<file path="src/rtl/fp_flag_monitor_if.sv">
// fp_flag_monitor_if: operand issue and DUT result/flag bundle observed by the monitor
interface fp_flag_monitor_if;
   logic        en;
   logic        sel;
   logic [31:0] a;
   logic [31:0] b;
   logic [31:0] R;
   logic        io_flag;
   logic        dz_flag;
   logic        of_flag;
   logic        uf_flag;
   logic        i_flag;
   modport master (output en, sel, a, b, R, io_flag, dz_flag, of_flag, uf_flag, i_flag);
   modport slave  (input  en, sel, a, b, R, io_flag, dz_flag, of_flag, uf_flag, i_flag);
endinterface

</file>
<file path="src/rtl/fp_flag_monitor.sv">
// fp_flag_monitor: checks FP mul/div results and flags against operand-derived expectations; FPMON_SNAPSHOT_EN adds first-failure capture
module fp_flag_monitor #(
   parameter int R_DLY = 23,
   parameter int CNT_W = 16
) (
   input  logic               clk,
   input  logic               arst,
   fp_flag_monitor_if.slave   bus,
   input  logic               clr,
   output logic               err_pulse,
   output logic [4:0]         err_sticky,
   output logic [5*CNT_W-1:0] err_cnt,
   output logic [CNT_W-1:0]   op_cnt
`ifdef FPMON_SNAPSHOT_EN
   ,
   output logic [31:0]        snap_a,
   output logic [31:0]        snap_b,
   output logic [31:0]        snap_R,
   output logic [2:0]         snap_id
`endif
);
   localparam int L = R_DLY - 1;
   localparam logic [30:0] INF = 31'h7F800000;

   logic a_nan, b_nan, a_zero, b_zero, a_fin, b_fin;
   logic [8:0] exp_sum;
   logic [4:0] chk_en;
   logic [4:0] fail;
   logic r_inf;
   logic unused_flags;

   logic       v_q   [R_DLY];
   logic [4:0] en_q  [R_DLY];
   logic       sgn_q [R_DLY];
`ifdef FPMON_SNAPSHOT_EN
   logic [63:0] ops_q [R_DLY];
`endif

   assign a_fin   = ~&bus.a[30:23];
   assign b_fin   = ~&bus.b[30:23];
   assign a_nan   = ~a_fin & |bus.a[22:0];
   assign b_nan   = ~b_fin & |bus.b[22:0];
   assign a_zero  = ~|bus.a[30:0];
   assign b_zero  = ~|bus.b[30:0];
   assign exp_sum = {1'b0, bus.a[30:23]} + {1'b0, bus.b[30:23]};
   assign chk_en  = {~bus.sel & a_fin & b_fin & ~a_zero & ~b_zero & (exp_sum >= 9'd382),
                     ~a_nan & ~b_nan,
                     a_nan | b_nan,
                     bus.sel & a_zero & ~b_zero & ~b_nan,
                     bus.sel & b_zero & ~a_zero & ~a_nan};
   assign r_inf   = bus.R[30:0] == INF;
   assign fail    = {5{v_q[L]}} & en_q[L] & {~(bus.of_flag & r_inf),
                                             bus.R[31] != sgn_q[L],
                                             ~bus.io_flag,
                                             |bus.R[30:0],
                                             ~(bus.dz_flag & r_inf)};
   assign unused_flags = bus.uf_flag ^ bus.i_flag;

   // delay line carrying per-op check enables and expected sign to retirement
   always_ff @(posedge clk) begin
      if (arst) begin
         for (int i = 0; i < R_DLY; i++) v_q[i] <= 1'b0;
      end else begin
         v_q[0]   <= bus.en;
         en_q[0]  <= chk_en;
         sgn_q[0] <= bus.a[31] ^ bus.b[31];
`ifdef FPMON_SNAPSHOT_EN
         ops_q[0] <= {bus.a, bus.b};
`endif
         for (int i = 1; i < R_DLY; i++) begin
            v_q[i]   <= v_q[i-1];
            en_q[i]  <= en_q[i-1];
            sgn_q[i] <= sgn_q[i-1];
`ifdef FPMON_SNAPSHOT_EN
            ops_q[i] <= ops_q[i-1];
`endif
         end
      end
   end

   // retirement bookkeeping: saturating counters, sticky bits, error pulse; clr beats retiring failures
   always_ff @(posedge clk) begin
      if (arst || clr) begin
         err_pulse  <= 1'b0;
         err_sticky <= '0;
         err_cnt    <= '0;
         op_cnt     <= '0;
`ifdef FPMON_SNAPSHOT_EN
         snap_a     <= '0;
         snap_b     <= '0;
         snap_R     <= '0;
         snap_id    <= '0;
`endif
      end else begin
         err_pulse  <= |fail;
         err_sticky <= err_sticky | fail;
         if (v_q[L] && !(&op_cnt)) op_cnt <= op_cnt + CNT_W'(1);
         for (int k = 0; k < 5; k++)
            if (fail[k] && !(&err_cnt[k*CNT_W +: CNT_W]))
               err_cnt[k*CNT_W +: CNT_W] <= err_cnt[k*CNT_W +: CNT_W] + CNT_W'(1);
`ifdef FPMON_SNAPSHOT_EN
         if (|fail && err_sticky == 5'd0) begin
            snap_a  <= ops_q[L][63:32];
            snap_b  <= ops_q[L][31:0];
            snap_R  <= bus.R;
            snap_id <= fail[0] ? 3'd0 : fail[1] ? 3'd1 : fail[2] ? 3'd2 : fail[3] ? 3'd3 : 3'd4;
         end
`endif
      end
   end
endmodule

</file>
<file path="src/flat_wrapper.sv">
// flat-port wrapper written by rule: the top's interface ports become plain ports
module fp_flag_monitor_flat 
#(
   parameter int R_DLY = 23,
   parameter int CNT_W = 16
)
  (clk, arst, clr, err_pulse, err_sticky, err_cnt, op_cnt, bus_en, bus_sel, bus_a, bus_b, bus_R, bus_io_flag, bus_dz_flag, bus_of_flag, bus_uf_flag, bus_i_flag);
  fp_flag_monitor_if bus_i ();
  input  logic clk;
  input  logic arst;
  input  logic clr;
  output logic err_pulse;
  output logic [4:0] err_sticky;
  output logic [5*CNT_W-1:0] err_cnt;
  output logic [CNT_W-1:0] op_cnt;
  input wire logic [$bits(bus_i.en)-1:0] bus_en;
  input wire logic [$bits(bus_i.sel)-1:0] bus_sel;
  input wire logic [$bits(bus_i.a)-1:0] bus_a;
  input wire logic [$bits(bus_i.b)-1:0] bus_b;
  input wire logic [$bits(bus_i.R)-1:0] bus_R;
  input wire logic [$bits(bus_i.io_flag)-1:0] bus_io_flag;
  input wire logic [$bits(bus_i.dz_flag)-1:0] bus_dz_flag;
  input wire logic [$bits(bus_i.of_flag)-1:0] bus_of_flag;
  input wire logic [$bits(bus_i.uf_flag)-1:0] bus_uf_flag;
  input wire logic [$bits(bus_i.i_flag)-1:0] bus_i_flag;
  assign bus_i.en = bus_en;
  assign bus_i.sel = bus_sel;
  assign bus_i.a = bus_a;
  assign bus_i.b = bus_b;
  assign bus_i.R = bus_R;
  assign bus_i.io_flag = bus_io_flag;
  assign bus_i.dz_flag = bus_dz_flag;
  assign bus_i.of_flag = bus_of_flag;
  assign bus_i.uf_flag = bus_uf_flag;
  assign bus_i.i_flag = bus_i_flag;
  fp_flag_monitor #(.R_DLY(R_DLY), .CNT_W(CNT_W)) u_core (.clk(clk), .arst(arst), .bus(bus_i), .clr(clr), .err_pulse(err_pulse), .err_sticky(err_sticky), .err_cnt(err_cnt), .op_cnt(op_cnt));
endmodule
</file>
<file path="config.mk">
export PLATFORM = sky130hd
export DESIGN_NAME = fp_flag_monitor_flat
export DESIGN_NICKNAME = d
export VERILOG_FILES = /design/src/rtl/fp_flag_monitor_if.sv /design/src/rtl/fp_flag_monitor.sv /design/src/flat_wrapper.sv
export SDC_FILE = /design/constraint.sdc
export NUM_CORES = 1
export LEC_CHECK = 0
export BUFFER_PORTS_ARGS = -buffer_cell sky130_fd_sc_hd__buf_2
export CAP_MARGIN = 30
export CELL_PAD_IN_SITES_DETAIL_PLACEMENT = 1
export CELL_PAD_IN_SITES_GLOBAL_PLACEMENT = 2
export CORE_MARGIN = 2
export CORE_UTILIZATION = 28
export DETAILED_ROUTE_END_ITERATION = 8
export PLACE_DENSITY = 0.7
export SYNTH_ARGS = -nofsm -noshare
export SYNTH_HDL_FRONTEND = slang
export SYNTH_SLANG_ARGS = --single-unit
export TNS_END_PERCENT = 10
</file>
<file path="constraint.sdc">
create_clock -name clk -period 9.9 [get_ports clk]
set_clock_uncertainty 0.15 [all_clocks]
set_input_delay 0.99 -clock clk [delete_from_list [all_inputs] [get_ports clk]]
set_output_delay 0.99 -clock clk [all_outputs]
set_load 0.03 [all_outputs]
</file>
==> results.py, run 1 <==
metrics = {
    "status": {
        "outcome": "finished, final reports clean",
    },
    "setup_path": {
        "cp.arrival_ns": 3.15,
        "start_kind": "primary input",
        "timing.critical_path.from": "bus_R[1]",
        "reg2reg_slack_ns": 7.06,
        "ff2ff_path_depth": 4,
        "r2r-end": "u_core.err_cnt[40]",
        "crit_path_end": "u_core.err_pulse",
        "reg2reg_from": "u_core.v_q[0][22]",
        "required_ns": 10.17,
        "path_max_fanout": 30,
        "crit_type": "primary input to register",
        "endpoint_kind": "register",
    },
    "place": {
        "gp_congestion": 0.7445,
        "dp_cells": 1515,
        "placed_cell_area_um2": 11970,
        "dp_hpwl_um": 17130,
        "portBuffers": 205,
    },
    "route": {
        "num_vias": 7785,
        "firstDrtPassIters": 6,
        "post_drt_wl_per_cell_um": 15.94,
        "drc": 0,
        "ant_nets": 0,
        "routed_via_density": 4.965,
        "first_iter_violations": 307,
        "wirelength_um": 24990,
    },
    "logic_synthesis": {
        "ys_seq_elements": 263,
        "yosysUniqueCellTypes": 55,
        "netlist_instances": 872,
        "synth.yosys.warnings": 0,
        "async_reset_ff_share_pct": 0,
        "syn_area_um2": 10430,
        "synth_area_per_cell_um2": 11.96,
        "synth_ff_type": "edfxtp_1",
        "synth_edf_count": 138,
        "ys_seq_area_share_pct": 63.72,
        "synth_nets": 993,
    },
    "grt": {
        "grt_pass1_wl_um": 40800,
        "use_met2_pct": 20.85,
        "use_met1_pct": 17.19,
        "overflow": 0,
        "grt_usage_pct": 12.78,
        "grt_pass1_vias": 7791,
        "grt.met3_usage_pct": 2.783,
        "grt_max_degree": 88,
        "busiest_layer": "met2",
        "antenna_found_initial": 0,
    },
    "finish": {
        "antenna_cells": 0,
        "finalInstanceArea_um2": 13010,
        "layout_commonest_cell": "buf_2",
        "instances_no_fill": 1568,
        "layout-drive-gt1-share_pct": 25.18,
        "syn_to_final_growth_pct": 24.70,
        "fin_nets": 1199,
        "final_cell_mix": "buf_2, edfxtp_1, dfxtp_1, nor2_1, a21oi_1",
    },
    "timing": {
        "maxSlewHeadroom_pct": 32.63,
        "finalHoldViolations": 0,
        "min_period_over_period_pct": 29.13,
        "max_freq_ghz": 0.3467,
        "worst_pin_slew_ns": 1.008,
        "hold_ws_ns": 0.2657,
        "setup_viol": 0,
        "rsz0062_at_grt": "false",
        "slew_viol_final": 0,
        "fin_crit_ns": 2.884,
        "fin_setup_tns_ns": 0,
    },
    "power": {
        "finalPower_uw": 2413,
        "peakVddDrop_v": 0.0001144,
        "p_per_area_nw_per_um2": 185.5,
        "leakagePower_uw": 0.004731,
    },
    "clocking": {
        "cts.htree.levels": 1,
        "worst_skew_pair.late_latency_ns": 0.54,
        "clockBufferDepth": 3,
        "cts_tree": "done",
        "numCtsBuffers": 29,
        "postCtsHoldBufs": 0,
        "postCtsResizedCells": 0,
        "cts.sinks": 263,
        "cts-root-buf": "clkbuf_16",
        "path_clk_slew_ns": 0.06,
        "cts_setup_buffers": 0,
    },
    "floorplanning": {
        "fp.dieW_um": 197.0,
        "initial_core_util_pct": 28.49,
        "rows": 70,
        "die-area_um2": 38810,
        "die_h_um": 197.0,
        "core_area_um2": 36610,
        "pin_count": 208,
    },
    "min_path": {
        "hold_path_class": "register to register",
    },
    "job": {
        "cap_violations": 0,
    },
}
==> per-layer routing <==
metal,up-vias,share of wire (%)
met4,0,2.0
met3,34,5.9
li1,3767,-
met1,3783,47
met5,-,0
met2,201,45
==> how the worst min path moves through the flow <==
stage,startpoint,end,slack [ns],depth (start not counted)
final,u_core.en_q[0][7],u_core.en_q[0][12],0.27,0
after global routing,u_core.en_q[2][13],u_core.en_q[2][18],0.27,0
after CTS,u_core.en_q[2][13],u_core.en_q[2][18],0.26,0
after detailed placement,u_core.en_q[0][30],u_core.en_q[0][35],0.26,0
after global placement,u_core.en_q[0][0],u_core.en_q[0][5],0.25,0
after floorplan,u_core.en_q[0][5],u_core.en_q[0][10],0.25,0
==> cells by family after synthesis <==
| family | Yosys count | share of synthesized area (%) |
|---|---|---|
| AO/OA/AOI/OAI | 155 | 10.04 |
| XOR/XNOR | 40 | 3.359 |
| flip-flops | 263 | 63.72 |
| adder cells (fa/ha/maj) | 15 | 1.871 |
| buffers and inverters | 53 | 2.219 |
| AND/OR/NAND/NOR | 339 | 18.12 |
| multiplexers | 7 | 0.6717 |
==> metrics by stage <==
step                setup slack, ns  util, %
floorplan                     5.218        -
global placement              6.491    32.52
detailed placement            6.399    32.69
CTS                           6.983    35.53
global route                  6.861    35.53
finish                        7.016    35.53
==> synthesized netlist by cell type (2+ instances only) <==
cell type,count,area share (%)
edfxtp_1,138,40
dfxtp_1,125,24
nor2_1,61,2.2
a21oi_1,50,2.4
nand2_1,46,1.7
nand3_1,38,1.8
nor4_1,34,2.0
or4_1,32,2.3
o31ai_1,30,2.2
nor2b_1,24,1.4
nand4_1,23,1.4
o21ai_0,21,1.0
xor2_1,21,1.8
and3_1,19,1.1
inv_1,19,0.68
xnor2_1,19,1.6
nor3_1,18,0.86
or3_1,18,1.1
clkbuf_1,17,0.61
ha_1,14,1.7
and4_1,11,0.92
buf_2,11,0.53
o211ai_1,8,0.58
mux2i_1,7,0.67
o41ai_1,7,0.59
a211oi_1,6,0.43
o2111ai_1,5,0.42
o311ai_0,5,0.42
a31oi_1,4,0.24
o21a_1,4,0.29
a41o_1,3,0.29
buf_4,3,0.22
o21ai_1,3,0.14
or2_2,3,0.18
and4b_1,2,0.19
buf_1,2,0.072
or3b_2,2,0.17
or4b_1,2,0.19
==> sequential cells by signal (all words and copies together), names as in the netlist <==
| name | count |
|---|---|
| u_core.en_q | 115 |
| u_core.err_cnt | 80 |
| u_core.v_q | 23 |
| u_core.op_cnt | 16 |
| u_core.err_sticky | 5 |
| u_core.err_pulse | 1 |
| u_core.sgn_q | 23 |
==> layout make-up <==
class                   instances  area, µm²
clock buffers                  33      782.0
flip-flops and latches        263       6646
inverters                      19      76.32
well taps                     468      585.6
repair buffers                209       1096
multi-input cells             556       3562
fillers                      4044      23600
clock inverters                20      259.0
==> critical path: stages <==
cell	delay, ns
buf_2	0.10
nor4_1	0.41
and4_1	0.31
and3_1	0.81
o21ai_1	0.19
o41a_1	0.34
==> where the power goes <==
part	switching, µW	leakage (µW)	total [µW]	internal [µW]
sequential	7.99	0.00236	1190	1180
combinational	41.6	0.00188	70.1	28.5
clock	450	0.000493	1150	701
Power figures use the tool's default switching activity.
==> inputs of run 2 (changes only) <==
--- a/config.mk
+++ b/config.mk
@@ -12,7 +12,7 @@
 export CORE_MARGIN = 2
 export CORE_UTILIZATION = 28
 export DETAILED_ROUTE_END_ITERATION = 8
-export PLACE_DENSITY = 0.7
+export PLACE_DENSITY = 0.73
 export SYNTH_ARGS = -nofsm -noshare
 export SYNTH_HDL_FRONTEND = slang
 export SYNTH_SLANG_ARGS = --single-unit
==> constraint.sdc (replaced) <==
create_clock -name clk -period 2.5 [get_ports clk]
set_clock_uncertainty 0.15 [all_clocks]
set_input_delay 0.25 -clock clk [delete_from_list [all_inputs] [get_ports clk]]
set_output_delay 0.25 -clock clk [all_outputs]
set_load 0.03 [all_outputs]
==> run 2 against run 1 <==
Compared with the run above:
- die area unchanged
- largest cell class unchanged
- final area increased by 2.3%
- critical endpoint is now u_core.en_q[0][2]
- highest routed layer unchanged
- global-route usage shrank 0.16 points
- largest power group unchanged
- first-iteration DRC count rose by 6.8%
- routed wire length is 0.72% higher
==> results.py, run 2 (synthesis gave the netlist of run 1 again) <==
metrics = {
    "floorplanning": {
        "fp.dieW_um": 197.0,
        "pin_count": 208,
        "core_area_um2": 36610,
        "die_h_um": 197.0,
        "initial_core_util_pct": 28.49,
        "rows": 70,
        "die-area_um2": 38810,
    },
    "min_path": {
        "hold_path_class": "primary input to register",
        "min_path_cells": 3,
    },
    "setup_path": {
        "cp.arrival_ns": 2.49,
        "max_stage_delay_ns": 0.58,
        "required_ns": 2.64,
        "crit_type": "primary input to register",
        "start_kind": "primary input",
        "worstPathCellList": "dlygate4sd3_1 > buf_2 > nor4_1 > dlygate4sd3_1 > nand2_1 > dlygate4sd3_1 > o21ai_1 > nand2_1",
        "ff2ff_path_depth": 6,
        "endpoint_kind": "register",
        "cp_common_cell": "dlygate4sd3_1",
        "path_max_fanout": 2,
        "crit_slowest_cell": "dlygate4sd3_1",
    },
    "finish": {
        "antenna_cells": 0,
        "instances_no_fill": 1606,
        "layout-drive-gt1-share_pct": 26.36,
        "top_regs": "u_core.en_q (115), u_core.err_cnt (80)",
        "layout_commonest_cell": "buf_2",
        "largest_reg_flops": 115,
        "regMostFlops": "u_core.en_q",
        "n_fill_cell": 4037,
        "final_cell_mix": "buf_2, edfxtp_1, dfxtp_1, nor2_1, a21oi_1",
        "syn_to_final_growth_pct": 27.52,
        "fin_nets": 1235,
    },
    "grt": {
        "grt_max_degree": 75,
        "grt_pass1_wl_um": 40740,
        "grt_usage_pct": 12.62,
        "grt_pass1_vias": 8016,
        "overflow": 0,
        "antenna_found_initial": 0,
    },
    "timing": {
        "maxSlewHeadroom_pct": 52.82,
        "min_period_over_period_pct": 93.97,
        "finalHoldViolations": 0,
        "hold_ws_ns": 0.02905,
        "max_freq_ghz": 0.4257,
        "slew_viol_final": 0,
        "rsz0062_at_grt": "false",
        "worst_pin_slew_ns": 0.7030,
        "fin_crit_ns": 2.349,
        "setup_viol": 0,
    },
    "clocking": {
        "cts_tree": "done",
        "cts.htree.levels": 1,
        "path_clk_slew_ns": 0.06,
        "clockBufferDepth": 3,
        "numCtsBuffers": 31,
        "worst_skew_pair.late_latency_ns": 0.55,
        "cts-root-buf": "clkbuf_16",
        "cts_setup_buffers": 0,
        "cts.sinks": 263,
    },
    "power": {
        "finalPower_uw": 9630,
        "p_comb_share_pct": 3.0,
        "p_sw_share_pct": 20.94,
        "intPower_uw": 7614,
        "switchingPower_uw": 2016,
        "p_per_area_nw_per_um2": 724.0,
        "clockPowerShare_pct": 47.9,
        "peakVddDrop_v": 0.0004441,
        "pwr-share-seq_pct": 49.0,
        "leakagePower_uw": 0.004899,
    },
    "route": {
        "ant_nets": 0,
        "post_drt_wl_per_cell_um": 15.67,
        "wirelength_um": 25170,
        "drc": 0,
        "routed_via_density": 4.910,
        "num_vias": 7885,
        "firstDrtPassIters": 5,
        "first_iter_violations": 328,
    },
    "job": {
        "cap_violations": 0,
    },
    "status": {
        "outcome": "finished, final reports clean",
    },
    "place": {
        "portBuffers": 205,
        "dp_cells": 1540,
        "gp_congestion": 0.7855,
        "dp_hpwl_um": 17240,
    },
}
==> run 2: cell types whose count changed in the layout (fill, tap and decap cells not counted), sizes merged <==
cell	delta
buf	+25
clkbuf	+4
clkinv	+1
clkinvlp	-1
dlygate4sd3	+9
==> run 2: path summary, 6_finish.rpt <==
path / start / to / slack, ns
max: bus_b[11] / u_core.en_q[0][2] / 0.15
max reg2reg: u_core.err_cnt[0] / u_core.err_cnt[11] / 0.24
min reg2reg: u_core.en_q[0][11] / u_core.en_q[0][16] / 0.26
min: clr / u_core.err_cnt[25] / 0.03
==> run 2: area by class of cell <==
class / instances / area [µm²] / area share [%]
clock buffers: 37 / 798.3 / 6.001
clock inverters: 20 / 250.2 / 1.881
inverters: 19 / 75.07 / 0.5644
multi-input cells: 556 / 3562 / 26.78
flip-flops and latches: 263 / 6646 / 49.97
well taps: 468 / 585.6 / 4.402
repair buffers: 243 / 1384 / 10.40
==> run 2: power by group through the flow <==
stage          clock network [µW]  logic [µW]  registers, µW
2_1_floorplan                   0         141           4810
3_3_place_gp                    0         280           4810
3_5_place_dp                    0         289           4820
4_1_cts                      4780         300           4720
5_1_grt                      4960         328           4730
6_report                     4620         291           4720
==> run 2: routing by layer <==
| metal | share of wire [%] | up-vias | track usage (%) |
|---|---|---|---|
| met2 | 47 | 206 | 21.70 |
| li1 | - | 3840 | - |
| met4 | 2.0 | 0 | 3.481 |
| met1 | 46 | 3796 | 16.23 |
| met3 | 5.4 | 43 | 2.390 |
| met5 | 0 | - | 0 |
==> run 2: what timing repair did <==
action	4_1_cts	5_1_grt
hold buffers	9	0
endpoints found under the hold margin	11	0
endpoints found under the setup margin	0	13
gates resized for setup	0	4
==> run 2: critical path: cells and delay by family <==
family / cells / cell delay, ns
buffers and inverters: 4 / 1.78
AOI/OAI and AO/OA: 1 / 0.15
and+or+nand+nor: 3 / 0.29
==> run 2: metrics by stage <==
| stage | setup TNS, ns | cell area (µm²) | worst slack, ns | utilization (%) |
|---|---|---|---|---|
| 6_report | 0 | 13300 | 0.1509 | 36.33 |
| 3_3_place_gp | 0 | 12160 | 0.2476 | 33.21 |
| 2_1_floorplan | -79.95 | 10480 | -0.5794 | - |
| 3_5_place_dp | 0 | 12160 | 0.1687 | 33.21 |
| 4_1_cts | 0 | 13300 | 0.1508 | 36.32 |
| 5_1_grt | 0 | 13300 | 0.01370 | 36.33 |
